### config.mk
export PLATFORM = sky130hd
export DESIGN_NAME = tick_gen_multi
export DESIGN_NICKNAME = d
export VERILOG_FILES = /design/src/rtl/tick_gen_multi.sv
export SDC_FILE = /design/constraint.sdc
export NUM_CORES = 1
export LEC_CHECK = 0
export ABC_AREA = 0
export ABC_CLOCK_PERIOD_IN_PS = 2700
export CAP_MARGIN = 10
export CORE_AREA = 3 3 86 88
export DETAILED_ROUTE_END_ITERATION = 10
export DIE_AREA = 0 0 89 91
export PLACE_DENSITY_LB_ADDON = 0.05
export SYNTH_ARGS = -nofsm -noshare
export SYNTH_HDL_FRONTEND = slang
export SYNTH_SLANG_ARGS = --single-unit
### constraint.sdc
create_clock -name clk -period 2.7 [get_ports clk]
set_input_delay 0.54 -clock clk [delete_from_list [all_inputs] [get_ports clk]]
set_output_delay 0.54 -clock clk [all_outputs]
set_load 0.01 [all_outputs]
### src/rtl/tick_gen_multi.sv
// tick_gen_multi: per-channel programmable clock-enable divider with a one-cycle tick and an alive flag.
// Define TICKGEN_RUNTIME_CFG_EN to enable runtime period writes (shadow/active periods, cfg_err).
module tick_gen_multi #(
  parameter int          CHANNELS    = 2,
  parameter int          SEL_WIDTH   = 1,
  parameter int          CNT_WIDTH   = 32,
  parameter int unsigned DEFAULT_MAX = 32'd50000000
) (
  input  logic                 clk,
  input  logic                 reset,
  input  logic [CHANNELS-1:0]  enable,
  input  logic [CHANNELS-1:0]  mode,
  input  logic                 restart,
  input  logic                 cfg_we,
  input  logic [SEL_WIDTH-1:0] cfg_sel,
  input  logic [CNT_WIDTH-1:0] cfg_data,
  output logic [CHANNELS-1:0]  tick,
  output logic [CHANNELS-1:0]  flag,
  output logic                 cfg_err
);
  localparam logic [CNT_WIDTH-1:0] RESET_MAX = CNT_WIDTH'(DEFAULT_MAX);
  localparam logic [CNT_WIDTH-1:0] ONE       = CNT_WIDTH'(1);

`ifdef TICKGEN_RUNTIME_CFG_EN
  localparam logic [SEL_WIDTH:0] SEL_LIMIT = (SEL_WIDTH+1)'(CHANNELS);
  logic cfg_ok;

  assign cfg_ok = (cfg_data != '0) && ({1'b0, cfg_sel} < SEL_LIMIT);

  always_ff @(posedge clk or negedge reset) begin
    if (!reset) cfg_err <= 1'b0;
    else        cfg_err <= cfg_we && !cfg_ok;
  end
`else
  logic unused_cfg;
  assign unused_cfg = ^{cfg_we, cfg_sel, cfg_data};
  assign cfg_err    = 1'b0;
`endif

  for (genvar i = 0; i < CHANNELS; i++) begin : g_ch
    logic [CNT_WIDTH-1:0] cnt;
    logic [CNT_WIDTH-1:0] active_max;
    logic                 tick_q;
    logic                 flag_q;
    logic                 wrap;
    logic                 load_now;

    // A period of 0 or 1 degenerates to a tick every enabled cycle.
    assign wrap = (active_max <= ONE) || (cnt == active_max - ONE);

`ifdef TICKGEN_RUNTIME_CFG_EN
    logic [CNT_WIDTH-1:0] shadow_max;
    logic                 wr_hit;

    assign wr_hit   = cfg_we && cfg_ok && (cfg_sel == SEL_WIDTH'(i));
    // An idle channel takes a new period at once and restarts its phase.
    assign load_now = !restart && !enable[i] && (wr_hit || (shadow_max != active_max));

    always_ff @(posedge clk or negedge reset) begin
      if (!reset) begin
        active_max <= RESET_MAX;
        shadow_max <= RESET_MAX;
      end else begin
        if (wr_hit) shadow_max <= cfg_data;
        if (restart) begin
          if (wr_hit) active_max <= cfg_data;
        end else if (enable[i]) begin
          if (wrap) active_max <= wr_hit ? cfg_data : shadow_max;
        end else begin
          active_max <= wr_hit ? cfg_data : shadow_max;
        end
      end
    end
`else
    assign active_max = RESET_MAX;
    assign load_now   = 1'b0;
`endif

    always_ff @(posedge clk or negedge reset) begin
      if (!reset) begin
        cnt    <= '0;
        tick_q <= 1'b0;
        flag_q <= 1'b0;
      end else if (restart) begin
        cnt    <= '0;
        tick_q <= 1'b0;
        flag_q <= 1'b0;
      end else if (enable[i]) begin
        tick_q <= wrap;
        cnt    <= wrap ? '0 : cnt + ONE;
        if (!mode[i])  flag_q <= 1'b0;
        else if (wrap) flag_q <= ~flag_q;
      end else begin
        tick_q <= 1'b0;
        if (load_now) cnt <= '0;
      end
    end

    assign tick[i] = tick_q;
    assign flag[i] = flag_q;
  end

endmodule
==> metrics.md, run 1 <==
| Metric | Value |
|---|---|
| Status | `completed` |
| Non-Filler Instances | `473` |
| Largest family of logic cells by synthesized area | `simple AND/OR/NAND/NOR gates` |
| Vias in the first global route | `2730` |
| Worst skew pair latency | `0.33 ns` |
| Die W | `89 um` |
| CP endpoint kind | `register` |
| M1 wire length | `3380 um` |
| Layout cells sized above 1 | `8.91%` |
| WL/cell | `15.4 um` |
| GRT Util Overall | `20.5%` |
| Ranking of synthesized cells by area | `dfrtp_1 (47%), xor2_1 (10%), nor2_1 (6.2%)` |
| WL met2 | `3650 um` |
| Worst EP arrival | `2.54 ns` |
| Yosys top cell area share | `46.9%` |
| Gp weighted congestion | `0.784` |
| Post-synthesis mux area share | `0.862%` |
| Met3 wire length | `109 um` |
| Reg area | `1700 um2` |
| Root Driver | `clkbuf_8` |
| Area of the multi-input gates | `1800 um2` |
| Cts hold-fix bufs | `0` |
| Average cell area after synthesis | `9.70 um2` |
| Post-cts sizing count | `0` |
| Post-placement cell area | `3820 um2` |
| Initial Utilization | `54.0%` |
| CP Data Required Time | `2.92 ns` |
| Final wirelength | `7280 um` |
| Slew margin rel. | `56.5%` |
| Xor/xnor share of the synthesized area | `13.0%` |
| Compound-gate portion of the synthesized area | `3.72%` |
| Ys Warns | `0` |
| Antenna diodes | `0` |
| Fillers | `590` |
| FF-to-FF End | `g_ch[0].cnt[29]` |
| Post-DP HPWL | `5120 um` |
| Fin util | `59.3%` |
| Area Overhead vs Synth | `9.83%` |
| Final net count | `432` |
| Post-CTS Setup Bufs | `0` |
| #FFs+latches synth | `68` |
| Cell count of the worst reg-to-reg path | `6` |
| Worst r2r src | `g_ch[0].cnt[28]` |
| Max Fanout on Critical Path | `26` |
| Clock-pin slew on the worst setup and hold paths | `0.07 ns` |
| Core Rows | `30` |
| FMAX | `431 MHz` |
| Grt ovf | `0` |
| CTS tree | `yes` |
| Sequential share of the synthesized area | `46.9%` |
| PD cells | `462 nW/um2` |
| Worst hold slack | `0.231 ns` |
| Tcrit/Tclk final | `86.0%` |
| Via count | `2685` |
| Flop2flop setup slack | `0.38 ns` |
| IO Port Bufs | `10` |
| Synth Cell Area | `3630 um2` |
| Core area | `6720 um2` |
| CTS Buf Count | `9` |
| Slew Limit Fails | `0` |
| Final Skew | `0.0111 ns` |
| Synth cell types | `45` |
| Post-Synth Adder-Cell Area | `0.690%` |
| Most common cell after layout, fill and taps aside | `dfrtp_1` |
| Die span in y | `91 um` |
| Syn Inst Count | `374` |
| Post-route DRC | `0` |
| Antenna violations before repair | `0` |
| Startpoint types | `register` |
| Synth area leader | `dfrtp_1` |
| Worst Tran Pin Value | `0.653 ns` |
| Fraction of registers with async set/reset | `100%` |
| Final instance area | `3990 um2` |
| Clock Path Buffers | `2` |
| Top layer in use | `met4` |
| First-pass GRT wire length | `13100 um` |
| DRT Pass-1 Iters | `4` |
| Final ANT Viol Nets | `0` |
| Post-Synth Simple-Gate Area | `31.1%` |
| Max Cap Violations | `0` |
| Most frequent cells in the layout | `dfrtp_1 (68), nor2_1 (60), xor2_1 (43), nand4_1 (30)` |
| Post-placement cell count | `458` |
| Worst hold path type | `primary input to asynchronous set/reset pin` |
| Worst Setup Path Type | `register to register` |
| Mapped Nets | `417` |
| Die footprint | `8100 um2` |
| Pleak | `0.00172 uW` |
| Number of synthesized flops with an enable pin | `0` |
| Final worst path period need | `2.32 ns` |
| Largest net degree at the start of global routing | `42` |
| Hold Fails Final Rpt | `0` |
| Boundary pin count | `46` |
| Final setup fails | `0` |
| Clk sink count | `68` |
| Max VDD drop | `224 uV` |
| RSZ-0062 raised after global routing | `no` |
| Fin Setup TNS | `0 ns` |
| Primary FF master, synth | `dfrtp_1` |
| H-tree Lvls | `3` |
| Iter 0 DRT Violations | `128` |
| Vias per cell | `5.68` |
[routing by layer]
metal | GRT usage [%] | up-vias
met5 | 0 | -
met4 | 8.93 | 0
met3 | 3.27 | 10
met2 | 32.6 | 23
met1 | 27.4 | 1314
li1 | - | 1338
[cell type report]
cell class,instances,area share (%)
tap,80,2.51
clock inverter,2,0.251
timing repair buffer,23,5.46
clock buffer,13,3.99
multi-input combinational,287,45.1
sequential,68,42.7
[metrics by stage]
stage               power, uW  setup slack (ns)
floorplan                1090             0.577
global placement         1130             0.278
detailed placement       1130             0.246
CTS                      1870             0.365
global route             1930             0.267
finish                   1840             0.378
[critical path, stage by stage, from the launching register on]
cell     delay, ns
dfrtp_1       0.42
or4b_1        0.54
or3_4         0.35
nor4_4        0.42
a21o_1        0.22
buf_12        0.17
nor2_1        0.07
[how the worst max path moves through the flow]
stage | from | to | cells past startpoint
2_1_floorplan | g_ch[0].cnt[28] | g_ch[0].cnt[12] | 7
3_3_place_gp | restart | g_ch[1].cnt[27] | 6
3_5_place_dp | restart | g_ch[1].cnt[27] | 6
4_1_cts | g_ch[0].cnt[28] | g_ch[0].cnt[29] | 6
5_1_grt | g_ch[0].cnt[28] | g_ch[0].cnt[29] | 6
6_report | g_ch[0].cnt[28] | g_ch[0].cnt[29] | 6
[power by group]
| group | switching [uW] | internal [uW] | total [uW] |
|---|---|---|---|
| combinational | 53.0 | 27.2 | 80.2 |
| clock | 357 | 376 | 734 |
| sequential | 5.89 | 1020 | 1030 |
[cell families after synthesis]
logic type      after synthesis
compound gates               20
xor+xnor                     54
fa+ha+maj                     2
buf+inv                      19
flops                        68
mux                           3
other cells                   1
simple gates                207
[cells in the mapped netlist, drive strengths merged (5+ instances only)]
master / instances
a21oi: 5
and3: 12
xor2: 43
dfrtp: 68
nor3: 5
nor2: 60
and4: 6
nand3: 23
buf: 11
or3: 5
nand2b: 6
nor4: 12
clkbuf: 8
nand2: 23
xnor2: 11
and2: 7
nand4: 30
[registers in the layout, indices dropped and copies added, names as in the netlist]
signal and count:
g_ch.tick_q 2, g_ch.flag_q 2, g_ch.cnt 64
No activity file was read; power rests on OpenSTA's default activity.
==> run 2: changes to the inputs <==
- RECOVER_POWER: unset -> 100
==> run 2 against run 1 <==
The flow now finishes with violations (capacitance limit, slew limit). Highest routed layer unchanged. Routed wire length down 0.14%. Cell area down 0.41%. Utilization down 0.24 points. Clock power about the same. Count of clock-buffer cells in the layout unchanged. Worst setup slack worse by 0.012 ns. Sequential share of layout area up 0.17 points. Cell count unchanged. Non-clock buffer count unchanged. Die area unchanged. Sequential power about the same.
==> metrics.md, run 2 (synthesis results as in run 1) <==
| Metric | Value |
|---|---|
| FF-to-FF End | `g_ch[0].cnt[29]` |
| Final Power | `1840 uW (about the same)` |
| Largest register FFs | `64 (unchanged)` |
| Grt ovf | `0 (unchanged)` |
| Final setup fails | `0 (unchanged)` |
| Final net count | `432 (unchanged)` |
| Vias in the first global route | `2730 (unchanged)` |
| Vias per cell | `5.67 (-0.19%)` |
| Iter 0 DRT Violations | `113 (-12%)` |
| Layout cells sized above 1 | `7.89% (-1.0 points)` |
| Worst path slowest cell | `or4b_1` |
| Max Cap Violations | `1 (+1)` |
| CP Data Required Time | `2.92 ns (about the same)` |
| First-pass GRT wire length | `13100 um (unchanged)` |
| Most frequent cells in the layout | `dfrtp_1 (68), nor2_1 (60), xor2_1 (43), nand4_1 (30)` |
| Regs by FF count | `g_ch.cnt (64), g_ch.flag_q (2), g_ch.tick_q (2)` |
| Worst r2r src | `g_ch[0].cnt[28]` |
| FMAX | `429 MHz (-0.52%)` |
| Final worst path period need | `2.33 ns (+0.0121 ns)` |
| Final Skew | `0.0135 ns (+0.00237 ns)` |
| Largest reg by FF count | `g_ch.cnt` |
| Slew Limit Fails | `28 (+28)` |
| Root Driver | `clkbuf_8` |
| Worst Setup SP | `g_ch[0].cnt[28]` |
| Fillers | `590 (unchanged)` |
| Fin util | `59.1% (-0.24 points)` |
| Core area | `6720 um2 (unchanged)` |
| Die W | `89 um (unchanged)` |
| Violated checks | `capacitance limit, slew limit` |
| Worst hold path type | `register to register` |
| CP max stage delay | `0.53 ns (about the same)` |
| DP Worst Slack | `0.246 ns (unchanged)` |
| Clock-pin slew on the worst setup and hold paths | `0.07 ns (about the same)` |
| Worst Hold End | `g_ch[1].cnt[23]` |
| Crit-path cells | `or4b_1 -> or3_1 -> nor4_4 -> a21o_1 -> buf_12 -> nor2_1` |
| Post-route DRC | `0 (unchanged)` |
| Final wirelength | `7270 um (-0.14%)` |
| Worst Hold Launch | `g_ch[1].cnt[23]` |
| Slew margin rel. | `-4.17% (-61 points)` |
| Pleak | `0.00172 uW (about the same)` |
| GRT Util Overall | `20.5% (unchanged)` |
| Worst skew pair latency | `0.34 ns (about the same)` |
| CTS tree | `yes` |
| Initial Utilization | `54.0% (unchanged)` |
| Cts hold-fix bufs | `0 (unchanged)` |
| Area Overhead vs Synth | `9.38%` |
| RSZ-0062 raised after global routing | `no` |
| Antenna diodes | `0 (unchanged)` |
| Boundary pin count | `46 (unchanged)` |
| Post-cts sizing count | `0 (unchanged)` |
| Core Rows | `30 (unchanged)` |
| Die span in y | `91 um (unchanged)` |
| WHS Path Cells | `2` |
| Worst Tran Pin Value | `1.56 ns (+0.909 ns)` |
| Via count | `2680 (-0.19%)` |
| Setup slack after layout | `0.366 ns (-0.0121 ns)` |
| Post-DP HPWL | `5120 um (unchanged)` |
| Flop2flop setup slack | `0.37 ns (about the same)` |
| Post-CTS Setup Bufs | `0 (unchanged)` |
| CP endpoint kind | `register` |
| Die footprint | `8100 um2 (unchanged)` |
| Worst Setup Path Type | `register to register` |
| Worst EP arrival | `2.56 ns (+0.02 ns)` |
| Tcrit/Tclk final | `86.4% (+0.45 points)` |
| Status | `complete, but fails checks` |
| IO Port Bufs | `10 (unchanged)` |
| Startpoint types | `register` |
| Clock Path Buffers | `2 (unchanged)` |
| Worst hold slack | `0.539 ns (+0.309 ns)` |
| Largest net degree at the start of global routing | `42 (unchanged)` |
| DRT Pass-1 Iters | `4 (unchanged)` |
| Gp weighted congestion | `0.784 (unchanged)` |
| Antenna violations before repair | `0 (unchanged)` |
| H-tree Lvls | `3 (unchanged)` |
| Most common cell after layout, fill and taps aside | `dfrtp_1` |
| Max VDD drop | `224 uV (+0.33%)` |
| PD cells | `465 nW/um2 (+0.50%)` |
| CTS Buf Count | `9 (unchanged)` |
| WL/cell | `15.4 um (-0.14%)` |
| Final ANT Viol Nets | `0 (unchanged)` |
| Hold Fails Final Rpt | `0 (unchanged)` |
| Max Fanout on Critical Path | `26 (unchanged)` |
| Clk sink count | `68 (unchanged)` |
| Cell count of the worst reg-to-reg path | `6 (unchanged)` |
| Fin Setup TNS | `0 ns (unchanged)` |
run 2: cell count changes in the layout (fill, tap and decap cells not counted), sizes merged:
cell,before,now
buf,14,10
clkbuf,13,17
clkdlybuf4s50,9,4
dlygate4sd3,0,5
run 2: metrics by stage:
| step | area (um2) | instances |
|---|---|---|
| 2_1_floorplan | 3630 | 374 |
| 3_3_place_gp | 3820 | 458 |
| 3_5_place_dp | 3820 | 458 |
| 4_1_cts | 3990 | 473 |
| 5_1_grt | 3970 | 473 |
| 6_report | 3970 | 473 |
run 2: where the power goes:
part           switching (uW)  total, uW  internal (uW)  leakage, uW
Sequential               5.88       1030           1020     0.000948
Combinational            52.9       78.5           25.7     0.000681
Clock                     360        737            376    0.0000893
run 2: critical path: cells and delay by family (launching register included):
kind,cells,cell delay [ns]
DFF,1,0.42
AOI/OAI and AO/OA,1,0.22
and+or+nand+nor,4,1.40
buffers and inverters,1,0.17
run 2: worst max path at each step:
stage / depth (start not counted) / endpoint
global placement: 6 / g_ch[1].cnt[27]
CTS: 6 / g_ch[0].cnt[29]
floorplan: 7 / g_ch[0].cnt[12]
detailed placement: 6 / g_ch[1].cnt[27]
global route: 6 / g_ch[0].cnt[29]
finish: 6 / g_ch[0].cnt[29]
run 2: routing by layer:
metal / part of all wire (%) / up-vias / track usage [%]
li1: - / 1338 / -
met1: 46 / 1304 / 27.4
met2: 50 / 28 / 32.6
met3: 1.8 / 10 / 3.27
met4: 1.9 / 0 / 8.93
met5: 0 / - / 0
run 2: layout make-up:
cell class | count | area [um2] | share of cell area, %
clock buffers | 13 | 159 | 4.00
repair buffers | 23 | 206 | 5.20
flip-flops and latches | 68 | 1700 | 42.9
multi-input cells | 287 | 1790 | 45.1
well taps | 80 | 100 | 2.52
clock inverters | 2 | 10.0 | 0.252
==> run 3: changes to the inputs <==
--- a/config.mk
+++ b/config.mk
@@ -14,4 +14,5 @@
 export PLACE_DENSITY_LB_ADDON = 0.05
 export RECOVER_POWER = 100
+export SKIP_CTS_REPAIR_TIMING = 1
 export SYNTH_ARGS = -nofsm -noshare
 export SYNTH_HDL_FRONTEND = slang
==> constraint.sdc (replaced) <==
create_clock -name clk -period 2.7 [get_ports clk]
set_input_delay 0.54 -clock clk [delete_from_list [all_inputs] [get_ports clk]]
set_output_delay 0.54 -clock clk [all_outputs]
set_load 0.1 [all_outputs]
==> run 3 against run 2 <==
Cell area up 2.2%. Sequential share of layout area down 0.93 points. Power up 27%. Non-clock buffer count unchanged. Cell count up 0.21%. Highest routed layer unchanged. Largest power group is now clock. Worst hold slack worse by 0.29 ns. The flow now finishes without violations. Critical path type unchanged. Routed wire length up 0.23%.
==> metrics.md, run 3 (synthesis results as in run 1) <==
| Metric | Value |
|---|---|
| Setup slack after layout | `0.401 ns (+0.0349 ns)` |
| Die footprint | `8100 um2 (unchanged)` |
| Final net count | `432 (unchanged)` |
| Regs by FF count | `g_ch.cnt (64), g_ch.flag_q (2), g_ch.tick_q (2)` |
| Initial Utilization | `54.0% (unchanged)` |
| IO Port Bufs | `10 (unchanged)` |
| Core area | `6720 um2 (unchanged)` |
| DRT Pass-1 Iters | `4 (unchanged)` |
| Fin Setup TNS | `0 ns (unchanged)` |
| Worst r2r src | `g_ch[0].cnt[28]` |
| First-pass GRT wire length | `12600 um (-3.4%)` |
| Worst hold path type | `primary input to asynchronous set/reset pin` |
| Area Overhead vs Synth | `11.8%` |
| Gp weighted congestion | `0.817 (+4.2%)` |
| Hold Fails Final Rpt | `0 (unchanged)` |
| Final Skew | `0.0129 ns (-0.000528 ns)` |
| Worst path slowest cell | `or4b_1` |
| Worst Setup SP | `g_ch[0].cnt[28]` |
| Post-placement cell area | `3810 um2 (-0.26%)` |
| Final wirelength | `7290 um (+0.23%)` |
| Largest net degree at the start of global routing | `56 (+33%)` |
| Slew margin rel. | `9.67% (+14 points)` |
| CP Data Required Time | `2.93 ns (about the same)` |
| Internal power | `1870 uW (+31%)` |
| Worst Tran Pin Value | `1.35 ns (-0.208 ns)` |
| Final worst path period need | `2.30 ns (-0.0349 ns)` |
| Via count | `2692 (+0.45%)` |
| H-tree Lvls | `3 (unchanged)` |
| Status | `completed` |
| RSZ-0062 raised after global routing | `no` |
| FMAX | `435 MHz (+1.5%)` |
| CP max stage delay | `0.52 ns (about the same)` |
| Vias per cell | `5.68 (+0.24%)` |
| Layout cells sized above 1 | `8.63% (+0.74 points)` |
| Clock share of power | `52.5% (+13 points)` |
| Antenna violations before repair | `0 (unchanged)` |
| Seq pwr share | `44.1% (-12 points)` |
| Combinational power share | `3.5% (-0.8 points)` |
| Clock-pin slew on the worst setup and hold paths | `0.08 ns (about the same)` |
| Slew Limit Fails | `0 (-100%)` |
| Vias in the first global route | `2701 (-1.1%)` |
| Worst skew pair latency | `0.34 ns (about the same)` |
| PD cells | `575 nW/um2 (+24%)` |
| Most common cell after layout, fill and taps aside | `dfrtp_1` |
| Worst Setup Path Type | `register to register` |
| Crit-path cells | `or4b_1 -> or3_1 -> nor4_4 -> a21o_1 -> buf_12 -> nor2_1` |
| Root Driver | `clkbuf_8` |
| GRT Util Overall | `19.7% (-0.87 points)` |
| Critical path's top delay family | `simple AND/OR/NAND/NOR gates` |
| Startpoint types | `register` |
| Largest register FFs | `64 (unchanged)` |
| Clock Path Buffers | `2 (unchanged)` |
| Tcrit/Tclk final | `85.1% (-1.3 points)` |
| Buffers & Inverters on Critical Path | `1 (unchanged)` |
| Final Power | `2330 uW (+27%)` |
| Switching pwr | `461 uW (+10%)` |
| Most frequent cells in the layout | `dfrtp_1 (68), nor2_1 (60), xor2_1 (43), nand4_1 (30)` |
| Max Fanout on Critical Path | `26 (unchanged)` |
| Final setup fails | `0 (unchanged)` |
| CTS tree | `yes` |
| Die span in y | `91 um (unchanged)` |
| CP endpoint kind | `register` |
| Pleak | `0.00175 uW (+1.7%)` |
| Largest reg by FF count | `g_ch.cnt` |
| Final ANT Viol Nets | `0 (unchanged)` |
| Post-route DRC | `0 (unchanged)` |
| Sw Ratio | `19.8% (-3.0 points)` |
| Max VDD drop | `344 uV (+53%)` |
| Boundary pin count | `46 (unchanged)` |
| Antenna diodes | `0 (unchanged)` |
| Die W | `89 um (unchanged)` |
| Clk sink count | `68 (unchanged)` |
| Final instance area | `4060 um2 (+2.2%)` |
| Post-DP HPWL | `4960 um (-3.1%)` |
| Worst EP arrival | `2.53 ns (-0.03 ns)` |
| CTS Buf Count | `9 (unchanged)` |
| WL/cell | `15.4 um (about the same)` |
| Core Rows | `30 (unchanged)` |
| Grt ovf | `0 (unchanged)` |
| DP Worst Slack | `0.257 ns (+0.0115 ns)` |
| Iter 0 DRT Violations | `129 (+14%)` |
| Max Cap Violations | `0 (-1)` |
run 3: cell count changes in the layout (fill, tap and decap cells not counted), sizes merged:
| cell | change |
|---|---|
| dlygate4sd3 | -4 |
| bufinv | +5 |
| buf | -1 |
| clkinv | -1 |
| clkbuf | +2 |
run 3: power by group through the flow:
stage / combinational [uW] / clock, uW / sequential (uW)
after global placement: 86.5 / 0 / 1050
after CTS: 87.8 / 1250 / 1030
after detailed placement: 87.6 / 0 / 1050
final: 80.9 / 1230 / 1030
after floorplan: 47.3 / 0 / 1050
after global routing: 91.4 / 1300 / 1030
run 3: metal layers:
layer	wire length [um]	track usage [%]	vias up
li1	-	-	1345
met1	3490	26.6	1299
met2	3460	30.2	32
met3	137	3.36	16
met4	198	9.55	0
met5	0	0	-
run 3: path summary, 6_finish.rpt:
| check | to | slack (ns) | cells after the start |
|---|---|---|---|
| worst max-delay path | g_ch[0].cnt[29] | 0.40 | 6 |
| worst min-delay path | g_ch[0].cnt[2] | 0.25 | 1 |
| worst max register to register | g_ch[0].cnt[29] | 0.40 | 6 |
| worst min register to register | g_ch[0].cnt[23] | 0.55 | 2 |
| max in group asynchronous | g_ch[1].cnt[13] | 0.63 | 2 |
| min in group clk | g_ch[0].cnt[23] | 0.55 | 2 |
run 3: per-stage QoR:
stage                     utilization (%)  cells  hold slack (ns)
after floorplan                         -    374            0.244
after global placement               56.6    458            0.461
after detailed placement             56.6    458            0.465
after CTS                            61.1    474           0.0933
after global routing                 60.4    474            0.281
final                                60.4    474            0.249
run 3: cell type report:
type,instances,area [um2]
clock buffer,10,138
clock inverter,6,159
fill,583,2660
multi-input combinational,287,1790
sequential,68,1700
tap,80,100
timing repair buffer,23,166
